`config.mk`:
```
export PLATFORM = sky130hd
export DESIGN_NAME = retire_trace_buffer
export DESIGN_NICKNAME = d
export VERILOG_FILES = /design/src/rtl/sim_trace_pkg.sv /design/src/rtl/trace_fifo.sv /design/src/rtl/retire_trace_buffer.sv
export SDC_FILE = /design/constraint.sdc
export NUM_CORES = 1
export LEC_CHECK = 0
export ABC_CLOCK_PERIOD_IN_PS = 35600
export BUFFER_PORTS_ARGS = -buffer_cell sky130_fd_sc_hd__buf_2
export CORE_MARGIN = 8
export CORE_UTILIZATION = 60
export DETAILED_ROUTE_END_ITERATION = 6
export PLACE_DENSITY = 0.88
export SETUP_SLACK_MARGIN = 0.15
export SLEW_MARGIN = 20
export SYNTH_ARGS = -nofsm -noshare
export SYNTH_HDL_FRONTEND = slang
export SYNTH_SLANG_ARGS = --single-unit
```
`constraint.sdc`:
```
create_clock -name clk -period 35.6 [get_ports clk]
set_clock_uncertainty 0.2 [all_clocks]
set_input_delay 7.12 -clock clk [delete_from_list [all_inputs] [get_ports clk]]
set_output_delay 7.12 -clock clk [all_outputs]
set_load 0.005 [all_outputs]
```
`src/rtl/sim_trace_pkg.sv`:
```
// Shared types for the retirement trace capture stage: the buffered trace
// entry layout and the capture state machine encoding.
package sim_trace_pkg;

  // Width of the sequence field carried in every trace entry. Sequence
  // counters up to this width are stored without loss.
  localparam int SEQ_W = 32;

  typedef struct packed {
    logic [31:0]      pc;
    logic [31:0]      imm;
    logic [4:0]       rs1n;
    logic [4:0]       rs2n;
    logic [4:0]       rdn;
    logic [SEQ_W-1:0] seq;
    logic             last;
  } trace_entry_t;

  typedef enum logic [1:0] {
    RUN     = 2'd0,
    HALTED  = 2'd1,
    DRAINED = 2'd2
  } trace_state_t;

endpackage

```
`src/rtl/trace_fifo.sv`:
```
// Show-ahead synchronous FIFO. The head entry is presented combinationally
// from the storage array. A push into a full FIFO is accepted only when a pop
// happens in the same cycle, so the occupancy stays at DEPTH.
module trace_fifo #(
  parameter int DEPTH = 16,
  parameter int W     = 8,
  localparam int AW   = $clog2(DEPTH)
) (
  input  logic          clk,
  input  logic          rst,
  input  logic          push_i,
  input  logic          pop_i,
  input  logic [W-1:0]  din_i,
  output logic [W-1:0]  dout_o,
  output logic          full_o,
  output logic          empty_o,
  output logic [AW:0]   level_o
);

  logic [AW:0]  wr_ptr_q, wr_ptr_d;
  logic [AW:0]  rd_ptr_q, rd_ptr_d;
  logic [W-1:0] mem_q [DEPTH];
  logic         push_fire_s;
  logic         pop_fire_s;

  // Pointers carry one extra bit so full and empty are distinguishable.
  assign level_o     = wr_ptr_q - rd_ptr_q;
  assign full_o      = (level_o == (AW+1)'(DEPTH));
  assign empty_o     = (level_o == {(AW+1){1'b0}});
  assign pop_fire_s  = pop_i & ~empty_o;
  assign push_fire_s = push_i & (~full_o | pop_fire_s);
  assign dout_o      = mem_q[rd_ptr_q[AW-1:0]];

  // Next-state pointer arithmetic for accepted pushes and pops.
  always_comb begin
    wr_ptr_d = wr_ptr_q;
    rd_ptr_d = rd_ptr_q;
    if (push_fire_s) begin
      wr_ptr_d = wr_ptr_q + (AW+1)'(1);
    end else begin
      wr_ptr_d = wr_ptr_q;
    end
    if (pop_fire_s) begin
      rd_ptr_d = rd_ptr_q + (AW+1)'(1);
    end else begin
      rd_ptr_d = rd_ptr_q;
    end
  end

  // Pointer registers; reset empties the FIFO and wins over any push/pop.
  always_ff @(posedge clk) begin
    if (rst) begin
      wr_ptr_q <= {(AW+1){1'b0}};
      rd_ptr_q <= {(AW+1){1'b0}};
    end else begin
      wr_ptr_q <= wr_ptr_d;
      rd_ptr_q <= rd_ptr_d;
    end
  end

  // Storage array; contents are not cleared so the head holds stable data.
  always_ff @(posedge clk) begin
    if (!rst && push_fire_s) begin
      mem_q[wr_ptr_q[AW-1:0]] <= din_i;
    end
  end

endmodule

```
`src/rtl/retire_trace_buffer.sv`:
```
// Retirement trace capture: tags each retired instruction with a sequence
// number, buffers it for a valid/ready consumer, counts retired and dropped
// instructions, and freezes capture after the first exception because the
// core keeps repeating its write-back values from then on.
module retire_trace_buffer
  import sim_trace_pkg::*;
#(
  parameter int DEPTH  = 16,
  parameter int CNT_W  = 32,
  localparam int LW    = $clog2(DEPTH) + 1
) (
  input  logic             clk,
  input  logic             rst,
  input  logic             in_valid,
  input  logic             in_exception,
  input  logic [31:0]      in_pc,
  input  logic [31:0]      in_imm,
  input  logic [4:0]       in_rs1n,
  input  logic [4:0]       in_rs2n,
  input  logic [4:0]       in_rdn,
  output logic             out_valid,
  input  logic             out_ready,
  output logic [31:0]      out_pc,
  output logic [31:0]      out_imm,
  output logic [4:0]       out_rs1n,
  output logic [4:0]       out_rs2n,
  output logic [4:0]       out_rdn,
  output logic [CNT_W-1:0] out_seq,
  output logic             out_last,
  output logic [CNT_W-1:0] retired_count,
  output logic [CNT_W-1:0] dropped_count,
  output logic [LW-1:0]    level,
  output logic             halted,
  output logic             last_lost
);

  trace_state_t     state_q, state_d;
  logic [CNT_W-1:0] retired_q, retired_d;
  logic [CNT_W-1:0] dropped_q, dropped_d;
  logic             last_lost_q, last_lost_d;

  logic             capture_s;
  logic             pop_fire_s;
  logic             drop_s;
  logic             full_s;
  logic             empty_s;
  logic [LW-1:0]    level_s;
  trace_entry_t     wr_entry_s;
  trace_entry_t     head_s;

  assign capture_s  = in_valid & (state_q == RUN);
  assign pop_fire_s = out_ready & ~empty_s;
  assign drop_s     = capture_s & full_s & ~pop_fire_s;

  // Assemble the entry written on a capture; seq is the pre-increment count.
  always_comb begin
    wr_entry_s      = '0;
    wr_entry_s.pc   = in_pc;
    wr_entry_s.imm  = in_imm;
    wr_entry_s.rs1n = in_rs1n;
    wr_entry_s.rs2n = in_rs2n;
    wr_entry_s.rdn  = in_rdn;
    wr_entry_s.seq  = SEQ_W'(retired_q);
    wr_entry_s.last = in_exception;
  end

  trace_fifo #(
    .DEPTH (DEPTH),
    .W     ($bits(trace_entry_t))
  ) u_fifo (
    .clk     (clk),
    .rst     (rst),
    .push_i  (capture_s),
    .pop_i   (out_ready),
    .din_i   (wr_entry_s),
    .dout_o  (head_s),
    .full_o  (full_s),
    .empty_o (empty_s),
    .level_o (level_s)
  );

  // Statistics and sticky lost-exception flag next-state.
  always_comb begin
    retired_d   = retired_q;
    dropped_d   = dropped_q;
    last_lost_d = last_lost_q;
    if (capture_s) begin
      retired_d = retired_q + CNT_W'(1);
    end else begin
      retired_d = retired_q;
    end
    if (drop_s) begin
      dropped_d   = dropped_q + CNT_W'(1);
      last_lost_d = last_lost_q | in_exception;
    end else begin
      dropped_d   = dropped_q;
      last_lost_d = last_lost_q;
    end
  end

  // Capture state machine: RUN until an exception is captured, then drain.
  always_comb begin
    state_d = state_q;
    case (state_q)
      RUN: begin
        if (capture_s && in_exception) begin
          state_d = HALTED;
        end else begin
          state_d = RUN;
        end
      end
      HALTED: begin
        if (empty_s) begin
          state_d = DRAINED;
        end else begin
          state_d = HALTED;
        end
      end
      DRAINED: state_d = DRAINED;
      default: state_d = RUN;
    endcase
  end

  // State and counter registers with synchronous reset.
  always_ff @(posedge clk) begin
    if (rst) begin
      state_q     <= RUN;
      retired_q   <= {CNT_W{1'b0}};
      dropped_q   <= {CNT_W{1'b0}};
      last_lost_q <= 1'b0;
    end else begin
      state_q     <= state_d;
      retired_q   <= retired_d;
      dropped_q   <= dropped_d;
      last_lost_q <= last_lost_d;
    end
  end

  assign out_valid     = ~empty_s;
  assign out_pc        = head_s.pc;
  assign out_imm       = head_s.imm;
  assign out_rs1n      = head_s.rs1n;
  assign out_rs2n      = head_s.rs2n;
  assign out_rdn       = head_s.rdn;
  assign out_seq       = CNT_W'(head_s.seq);
  assign out_last      = head_s.last;
  assign retired_count = retired_q;
  assign dropped_count = dropped_q;
  assign level         = level_s;
  assign halted        = (state_q != RUN);
  assign last_lost     = last_lost_q;

endmodule

```
After elaboration in Yosys (flattened, before gate mapping). Memories as Yosys holds them, arrays and structs flattened. A register that Yosys moved wholly into a read port is not among the register bits. Cells that the tools add are included.

Bits in registers: 77. Memory bits (writable): 1792. Bits of input ports: 84. Output and inout port bits: 184. Logic and storage cells: 38. Memories kept: 1.

Memory list: u_fifo.mem_q (depth 16, bits a word 112, rd ports 1, clocked after Yosys merged registers in 1, wr ports 1, line trace_fifo.sv:22) `logic [W-1:0] mem_q [DEPTH];`.

$add $sub $neg: 5. Equal/unequal tests: 3. Muxes and demuxes: 7. Bitwise gates (word level): 10. Reduce and logical (&&, ||, !) cells: 6.

Operators with widths (number): adder 32 x 1 -> 32 bit (second input constant) (2); adder 5 x 1 -> 5 bit (second input constant) (2); 2-to-1 mux 4 bit (2); case mux 2 bit (3 select lines) (1); AND 1 bit (5); == test 5 bit (second input constant) (1); logical NOT 5 bit (1); subtractor 5 bit (1); 2-to-1 mux 1 bit (3); inverter 1 bit (3); == test 2 x 1 -> 1 bit (second input constant) (1); == test 2 bit (second input constant) (1); logical AND 1 bit (2); logical NOT 2 bit (1); 2-to-1 mux 2 bit (1); bitwise OR 1 bit (2); nonzero test 2 bit (1); logical NOT 1 bit (1).

Depth between registers and ports, before layout. Gate-level depths: netlist of run 1.

Word-level depth: 9. Depth in mapped cells: 11. Mapped depth without buffers: 9.

Hierarchy. Synthesis of run 1 repeated with hierarchy kept, for this count alone.

Cells, all modules: 2948. Area, all modules: 71148.2 µm².

Modules (own cells, without submodules): trace_fifo (times used 1, cells an instance 2592, area an instance 68112.8 µm², seq. area each 54091.9 µm²); retire_trace_buffer (times used 1, cells an instance 356, area an instance 3035.4 µm², seq. area each 1341.3 µm²).

Worst setup path before layout of run 1. OpenSTA, ideal clock, no wires.

Path kind: input -> register. Start: input in_valid. End: memory u_fifo.mem_q[3][0] (netlist bit), enable pin. Setup time: 858 ps. Arrival: 18567 ps. Required time: 34542 ps. Setup slack: 15975 ps. Stages on the path: 6. Buffers on the path: 3. Cell sequence: nor3b_2 -> buf_2 -> o21ai_0 -> buf_2 -> buf_2 -> nor4_1.

Word-level cells in the longest chain between the ends: 5.

Ends and longest elaborated chain: from (decl) (line retire_trace_buffer.sv:14) `input logic in_valid,`; AND 1 bit (line retire_trace_buffer.sv:51) `assign capture_s = in_valid & (state_q == RUN);`; AND 1 bit (line trace_fifo.sv:31) `assign push_fire_s = push_i & (~full_o | pop_fire_s);`; logical AND 1 bit (line trace_fifo.sv:63) `if (!rst && push_fire_s) begin`; 2-to-1 mux 1 bit (line trace_fifo.sv:63); 2-to-1 mux 1 bit (implied by the code) (line trace_fifo.sv:64) `mem_q[wr_ptr_q[AW-1:0]] <= din_i;`; to (decl) (line trace_fifo.sv:22).

Every way passes these cells.

==> results of run 1 <==
layout make-up:
cell class | instances | area share, %
Tap cell | 1536 | 2.40
Clock inverter | 91 | 0.950
Sequential cell | 1873 | 69.3
Multi-Input combinational cell | 909 | 18.8
Timing Repair Buffer | 332 | 2.44
Inverter | 21 | 0.0985
Antenna cell | 12 | 0.0375
Clock buffer | 238 | 6.04
cells in the mapped netlist (all sizes together) (2+ instances only):
cell type and n:
mux2i 4, a21oi 14, nand4 19, nand2 29, buf 66, and4 8
nand2b 8, ha 11, xnor2 39, o21ai 7, nand3 22, nor2b 2
nor4 27, nor4b 2, nand3b 2, dfxtp 81, mux4 560, a21o 2
or3 3, xor2 26, edfxtp 1792, nor3 20, nor2 77, or4 2
clkbuf 82, and3 11, and2 3, a31o 3, inv 21
layer usage:
| layer | share of wire (%) | vias up | global-route usage [%] |
|---|---|---|---|
| li1 | - | 13400 | - |
| met1 | 35 | 18200 | 34.2 |
| met2 | 51 | 2337 | 44.5 |
| met3 | 9.9 | 394 | 5.67 |
| met4 | 3.5 | 6 | 9.49 |
| met5 | 0.016 | - | 0 |
how the worst min path moves through the flow:
| stage | startpoint | to | slack, ps | cells past startpoint |
|---|---|---|---|---|
| final | last_lost | last_lost | 310 | 2 |
| after detailed placement | state_q[1] | state_q[0] | 300 | 1 |
| after CTS | last_lost | last_lost | 310 | 2 |
| after global routing | last_lost | last_lost | 330 | 2 |
| after floorplan | last_lost | last_lost | 240 | 2 |
| after global placement | last_lost | last_lost | 260 | 2 |
stage by stage:
step / instances / power, uW / utilization [%]
6_report: 5012 / 5230 / 68.0
5_1_grt: 5007 / 5390 / 68.0
4_1_cts: 4998 / 5250 / 67.9
3_5_place_dp: 4669 / 3430 / 63.1
3_3_place_gp: 4668 / 3400 / 63.1
2_1_floorplan: 2951 / 3160 / -
cells in the final DEF (no fill, tap or decap), types with 4 or more instances in the layout:
| master | synthesis | final |
|---|---|---|
| sky130_fd_sc_hd__edfxtp_1 | 1792 | 1792 |
| sky130_fd_sc_hd__clkinvlp_4 | 0 | 8 |
| sky130_fd_sc_hd__buf_12 | 0 | 5 |
| sky130_fd_sc_hd__nand4_1 | 19 | 19 |
| sky130_fd_sc_hd__dfxtp_4 | 0 | 4 |
| sky130_fd_sc_hd__and4_1 | 8 | 8 |
| sky130_fd_sc_hd__clkbuf_8 | 0 | 5 |
| sky130_fd_sc_hd__dfxtp_1 | 81 | 77 |
| sky130_fd_sc_hd__buf_2 | 50 | 267 |
| sky130_fd_sc_hd__nand2b_1 | 8 | 8 |
| sky130_fd_sc_hd__clkbuf_16 | 0 | 183 |
| sky130_fd_sc_hd__clkinv_1 | 0 | 33 |
| sky130_fd_sc_hd__xnor2_1 | 38 | 38 |
| sky130_fd_sc_hd__nor4_1 | 15 | 11 |
| sky130_fd_sc_hd__nor3_2 | 3 | 15 |
| sky130_fd_sc_hd__nand3_1 | 22 | 22 |
| sky130_fd_sc_hd__nor4_2 | 11 | 15 |
| sky130_fd_sc_hd__inv_1 | 21 | 21 |
| sky130_fd_sc_hd__nor3_1 | 16 | 4 |
| sky130_fd_sc_hd__nor2_1 | 77 | 77 |
| sky130_fd_sc_hd__clkbuf_1 | 82 | 50 |
| sky130_fd_sc_hd__o21ai_0 | 7 | 6 |
| sky130_fd_sc_hd__clkinv_2 | 0 | 30 |
| sky130_fd_sc_hd__and3_1 | 11 | 11 |
| sky130_fd_sc_hd__buf_4 | 2 | 56 |
| sky130_fd_sc_hd__diode_2 | 0 | 12 |
| sky130_fd_sc_hd__nand2_1 | 29 | 29 |
| sky130_fd_sc_hd__clkinv_8 | 0 | 5 |
| sky130_fd_sc_hd__xor2_1 | 26 | 26 |
| sky130_fd_sc_hd__ha_1 | 11 | 11 |
| sky130_fd_sc_hd__bufinv_16 | 0 | 9 |
| sky130_fd_sc_hd__mux4_2 | 560 | 560 |
| sky130_fd_sc_hd__a21oi_1 | 14 | 14 |
registers in the layout (all words and copies together), names as in the netlist, named ones only:
register         cells
dropped_count       32
last_lost            1
retired_count       32
state_q              2
u_fifo.mem_q      1792
u_fifo.rd_ptr_q      5
u_fifo.wr_ptr_q      5
power breakdown:
group          leakage [uW]  internal (uW)  switching, uW  total [uW]
clock               0.00272           1020            807        1830
combinational       0.00518            453            462         916
sequential           0.0170           2460           32.9        2490
total                0.0249           3930           1300        5230
logic make-up (layout without fill, tap and decap cells):
logic type | Yosys count | after routing
flops | 1873 | 1873
mux | 565 | 565
simple gates | 238 | 238
buf+inv | 169 | 682
xor+xnor | 65 | 65
compound gates | 29 | 29
fa+ha+maj | 12 | 12
other cells | 0 | 12
worst max-delay path, stage by stage (launching register included):
cell and delay (ps):
sky130_fd_sc_hd__dfxtp_4 580, sky130_fd_sc_hd__buf_4 840, sky130_fd_sc_hd__buf_4 890, sky130_fd_sc_hd__buf_6 710, sky130_fd_sc_hd__buf_4 770, sky130_fd_sc_hd__mux4_2 610
sky130_fd_sc_hd__mux4_2 550, sky130_fd_sc_hd__buf_2 160
==> run summary, run 1 <==
The total of hold buffers inserted after clock tree synthesis is 0. The cell at the root of the clock tree is sky130_fd_sc_hd__clkbuf_16. The residual antenna-violating net count after detailed routing came out at 0.

In the routed design, unresolved DRC markers number 0. The register area came out at around 0.055 sq mm. Data on the critical path is required at its endpoint by around 28000 ps. The pre-antenna-repair detailed-routing pass consisted of 5 iterations. The startpoint type of the worst setup path is a flop. The remaining max-slew budget at the tightest pin came out at a little under a quarter.

The clock edge transition at the registers on the reported setup and hold paths is roughly 60 ps. The layout overhead on the synthesized area is 12.6%. The period utilization is a little under two fifths. In this run, distinct cell masters in the synthesized netlist total between 40 and 50. The Yosys warning count came out at 0. The maximum number of buffers from clock root to sink came out at 3. The number of sinks driven by the clock tree is about 1900.

The maximum number of pins on one net before global-route repair is between 100 and 150. For this run, asynchronously set or reset flops after synthesis account for 0%. The floorplan step set the die width to between 300 and 400 microns. The multi-input combinational cells in the finished layout cover a total of about 0.015 sq mm. The average detailed-routed wire length per instance is ~35 microns. During I/O placement, the number of pins put on the boundary was 268. The clock latency at the later pin of the worst-skew pair came out at about 780 ps. The half-perimeter wire length of the detailed placement result came out at slightly above 80000 microns. The global route total overflow is 0.

Synthesis produced a netlist whose cell count is between 2000 and 3000. The count of buffers added on input and output ports is about 270. The global-route wire length before repair came out at between 200000 and 250000 microns. The tool flagged a number of max-cap violations equal to 0. The final critical path time including I/O delays and setup came out at ~13000 ps. VDD sags by at most between 0.04 and 0.05 mV. A synthesized cell averages between 20 and 25 sq um.

The total number of vias came out at 34300. The termination of the worst setup path is out_imm[0]. The total number of H-tree levels came out at 4. The total wire length after detailed routing came out at 175000 microns. The number of enable-type register cells in the synthesized netlist came out at roughly 1800. The final layout contains roughly 3400 nets. The number of standard-cell rows in the floorplan came out at ~130. The post-CTS repair timing setup buffer count came out at 0.

The final hold slack is around 310 ps. The sequential cell area fraction in the yosys report is approximately four fifths. The analysis attributes to cell leakage a power of around 0.025 uW.

The number of instances resized during post-cts repair is 0. Summing every instance area after synthesis gives approximately 0.071 sq mm. The number of failing hold endpoints at the final stage is 0.

The setup slack at placement came out at 22040 ps. The detail-routed via count per cell came out at approximately 7. The total CTS buffers is 178. The height of the chip is roughly 360 microns. Setup repair after global routing left no endpoint under its margin. The number of cell instances on the worst register-to-register path came out at 10. The standard cell area after detailed placement came out at around 0.074 sq mm. The floorplan step defined a core boundary enclosing ~0.12 sq mm. The number of antenna violations at the first check in global routing is 13. The data arrival time at the worst-slack endpoint came out at around 6000 ps.

Measured against the total synthesized area, the mux share comes to between 15 and 20%. The synthesized netlist devotes between 1.5 and 2% of its cell area to simple gates. The worst setup path is of the reg2out kind. The starting utilization of the core area came out at between 60% and 70%. The finished cells cover 0.0800 sq mm. The maximum clock frequency is roughly 0.075 GHz. The area of the die is roughly 0.13 sq mm. The synthesized flop and latch total came out at around 1900. The overall routing resource usage came out at 26.4%. Ranked by total cell area, the synthesized netlist is headed by sky130_fd_sc_hd__edfxtp_1, sky130_fd_sc_hd__mux4_2, sky130_fd_sc_hd__dfxtp_1, sky130_fd_sc_hd__xnor2_1, sky130_fd_sc_hd__clkbuf_1. The flow ran to the end, and the final reports show no timing, DRC or antenna violations. The post-route netlist has 34.2% of its cells at a drive strength greater than 1. The largest area contributor in the synthesized netlist is sky130_fd_sc_hd__edfxtp_1. The XOR/XNOR share of the synthesized area came out at less than 1%. At the pin with the least slew margin, the transition time is 1120 ps. The endpoint class of the critical path is a primary output.

The filler cells instantiated in the layout total between 6000 and 7000. Among all flip-flop cells after synthesis, the most frequent one is sky130_fd_sc_hd__edfxtp_1. When the netlist entered floorplanning its net count stood at a little over 3000.

Summing the areas of all compound-gate instances in the mapped netlist gives 0.239% of the synthesized area. The area share of the leading cell type in the synthesized netlist came out at around 76%. The endpoint identified for the worst register-to-register timing path is u_fifo.mem_q[15][53]. The max-slew violation total from the final report is 0.

By area, the combinational part of the netlist is dominated by multiplexers. The setup-violating endpoint count in the final report is 0. For this design the ratio of total power to cell area is between 60 and 70 mW/mm^2.

The worst hold path belongs to the class reg2reg. Setup slack closes at about 22000 ps. The register-to-register path setup slack came out at between 30000 and 40000 ps. The final estimated routing congestion in global placement came out at ~0.75. The detailed router finished its first iteration with roughly 4400 violations.

The highest fanout seen on the critical path is 53. The via count of the first global-routing pass is between 30000 and 40000. The startpoint identified for the worst register-to-register timing path is u_fifo.wr_ptr_q[0]. The total negative slack for setup checks came out at 0 ps. The clock tree from TritonCTS is yes.

Of the total synthesized cell area, the portion taken by full adders, half adders and majority gates is 0.222%.
Power figures use the tool's default switching activity.
==> inputs of run 2 (changes only) <==
ABC_CLOCK_PERIOD_IN_PS = 10800   (was 35600)
CORE_UTILIZATION = 55   (was 60)
PLACE_DENSITY = 0.85   (was 0.88)
clock period = 10.8 ns   (was 35.6 ns; I/O delays follow)
==> run 2 against run 1 <==
  * Critical path depth decreased by 2
  * Setup slack worse by 18000 ps
  * Clock power rose to 3.4 times the previous value
  * Flip-flop and latch count unchanged
  * Cell count rose by 2.3%
  * Via count shrank 1.6%
  * Non-clock buffer count shrank 5
  * Global-route usage is 2.3 points lower
  * Register-to-register slack got worse by 25000 ps
==> run summary, run 2 (synthesis gave the netlist of run 1 again) <==
Run status: finished clean (unchanged). The maximum number of buffers from clock root to sink was 3 (unchanged). The number of antenna violations at the first check in global routing is 16 (was 13). The total CTS buffers came to 179 (was 178). The reported leakage power is 0.0251 uW (was 0.0249 uW). The starting utilization of the core area is 55.2% (was 60.3%). The total number of vias came out at 33700 (was 34300). The start point of the worst min-delay path was last_lost (unchanged). The highest fanout seen on the critical path is 136 (was 53). The switching share of power came out at 24.8% (was 24.9%). The setup-violating endpoint count in the final report was 0 (unchanged).

The data arrival time at the worst-slack endpoint came out at 4300 ps (was 5980 ps). The count of maximum capacitance violations is 0 (unchanged). The area of the die came out at 0.141 sq mm (was 0.130 sq mm).

Highest-count cells in the layout ignoring fill and taps: sky130_fd_sc_hd__edfxtp_1, sky130_fd_sc_hd__mux4_2, sky130_fd_sc_hd__buf_2, sky130_fd_sc_hd__clkbuf_16 (unchanged). Based on the critical path, the design can be clocked at up to around 0.15 GHz. The met2 global-route usage is 39.5% (was 44.5%). The share of layout cells above drive strength 1 is 34.3% (was 34.2%). The final cell utilization of the core is 62.4% (was 68.0%). The total wire length after detailed routing came out at 171000 microns (was 175000 microns).

The number of flip-flops under the largest register name was 1792 (unchanged). The clock latency at the later pin of the worst-skew pair came out at 800 ps (was 780 ps). The max-slew violation total from the final report came out at 0 (unchanged). The half-perimeter wire length of the detailed placement result came out at 79800 microns (was 82700 microns). The core outline area came out at 0.129 sq mm (was 0.118 sq mm). The global route total overflow came to 0 (unchanged).

The final hold slack is 258 ps (was 310 ps). The worst hold-check path type was reg2reg (unchanged). The post-CTS repair timing setup buffer count is 0 (unchanged). The number of standard-cell rows in the floorplan came out at 132 (was 126). Unrepaired setup endpoints after global routing: no (unchanged). The overall die width is 375 microns (was 360 microns). The total number of H-tree levels is 4 (unchanged). The maximum vdd ir drop is 0.212 mV (was 0.0481 mV). The power density over the cells was 216 mW/mm^2 (was 65.4 mW/mm^2). The overall routing resource usage came out at 24.0% (was 26.4%). The clock tree from TritonCTS was yes (unchanged). The clock edge transition at the registers on the reported setup and hold paths came to 60 ps (about the same).

The number of failing hold endpoints at the final stage is 0 (unchanged). The number of top-level pins was 268 (unchanged). The detail-routed via count per cell was 6.58 (was 6.84).

The actual transition at the worst max-transition pin came out at 1100 ps (was 1120 ps). The height of the chip came out at 375 microns (was 360 microns). The remaining max-slew budget at the tightest pin is 25.3% (was 23.8%). The register share of total power is 47.4% (was 47.5%). The via count of the first global-routing pass came out at 35500 (was 35800). The residual antenna-violating net count after detailed routing was 0 (unchanged).

The critical path class is reg2out (unchanged). The maximum number of pins on one net before global-route repair is 156 (was 118). The endpoint class of the critical path is a primary output (unchanged). The total of buffers placed on input and output ports came out at 267 (unchanged). The commonest non-fill, non-tap cell in the layout was sky130_fd_sc_hd__edfxtp_1 (unchanged). The cell count after placement came out at 4803 (was 4669).

The cell at the root of the clock tree is sky130_fd_sc_hd__clkbuf_16 (unchanged). The starting DRC count in detailed routing was 3848 (was 4411). The total of hold buffers inserted after clock tree synthesis came out at 0 (unchanged). The number of non-filler instances in the completed layout came to 5129 (was 5012). The period utilization came out at around three fifths.

The clock group share of total power came out at 35.5% (was 35.0%). The number of instances resized during post-cts repair is 0 (unchanged). The startpoint type of the worst setup path is a flop (unchanged).

The number of sinks driven by the clock tree is 1873 (unchanged). The global-route wire length before repair is 246000 microns (was 248000 microns). The busiest layer in global routing is met2 (unchanged). The required time reported for the critical path endpoint is 8440 ps (was 28280 ps). The total internal power is 13100 uW (was 3930 uW). The number of nets in the layout came out at 3407 (was 3411).

The met1 routing resource usage after global routing came out at 31.3% (was 34.2%). The combinational share of power is 17.1% (was 17.5%). The launch instance of the worst register-to-register path was u_fifo.wr_ptr_q[0] (unchanged). The DRC violation count after routing came out at 0 (unchanged). The layout filler cell count is 8085 (was 6716). The final estimated routing congestion in global placement came to 0.746 (was 0.747).

The final critical path time including I/O delays and setup came out at roughly 6700 ps. The met3 layer usage reported by global route is 6.31% (was 5.67%). The net switching power came out at 4300 uW (was 1300 uW). The layout overhead on the synthesized area is 13.2% (was 12.6%). The average detailed-routed wire length per instance came out at 33.3 microns (was 34.8 microns).

The number of optimization iterations in the first detailed-route pass is 6 (was 5).
==> run 2: changes by cell type in the layout (fill, tap and decap cells not counted), sizes merged <==
cell,delta
diode,-5
clkinv,-3
inv,+2
clkinvlp,-2
clkbuf,-16
bufinv,+7
buf,-5
==> run 2: layer usage <==
metal	part of all wire, %	routed length (microns)
met4	3.3	5720
met1	36	62000
met3	10	17600
met2	50	85500
met5	0.034	58
==> run 2: worst max-delay path: stages, from the launching register on <==
cell and delay (ps):
sky130_fd_sc_hd__dfxtp_4 920, sky130_fd_sc_hd__buf_12 550, sky130_fd_sc_hd__buf_12 640, sky130_fd_sc_hd__mux4_2 420, sky130_fd_sc_hd__mux4_2 590, sky130_fd_sc_hd__buf_2 180
==> run 2: path summary, 6_finish.rpt <==
check	end	slack, ps	cells past startpoint
worst min-delay path	last_lost	260	2
worst min register to register	last_lost	260	2
worst max-delay path	out_seq[17]	4140	5
worst max register to register	u_fifo.mem_q[8][80]	5450	11
==> run 2: through the flow <==
step | setup slack (ps) | TNS [ps] | power, uW | cell area (sq um)
floorplan | -3680 | -1436140 | 10400 | 71100
global placement | 4860 | 0 | 11200 | 74600
detailed placement | 4770 | 0 | 11300 | 74600
CTS | 4070 | 0 | 17400 | 80400
global route | 3980 | 0 | 17900 | 80400
finish | 4140 | 0 | 17300 | 80400
==> run 2: layout make-up <==
class                           instances  area, sq um  area share [%]
Tap cell                             1675         2100            2.61
Timing Repair Buffer                  327         1990            2.47
Antenna cell                            7         17.5          0.0218
Sequential cell                      1873        55400            68.9
Clock inverter                         95         1040            1.29
Inverter                               21         78.8          0.0980
Clock buffer                          222         4680            5.82
Multi-Input combinational cell        909        15100            18.7
==> run 2: power by group through the flow <==
stage / Combinational [uW] / Sequential [uW] / Clock (uW)
floorplan: 2110 / 8320 / 0
global placement: 2880 / 8360 / 0
detailed placement: 2930 / 8370 / 0
CTS: 2990 / 8220 / 6240
global route: 3160 / 8230 / 6490
finish: 2970 / 8220 / 6160
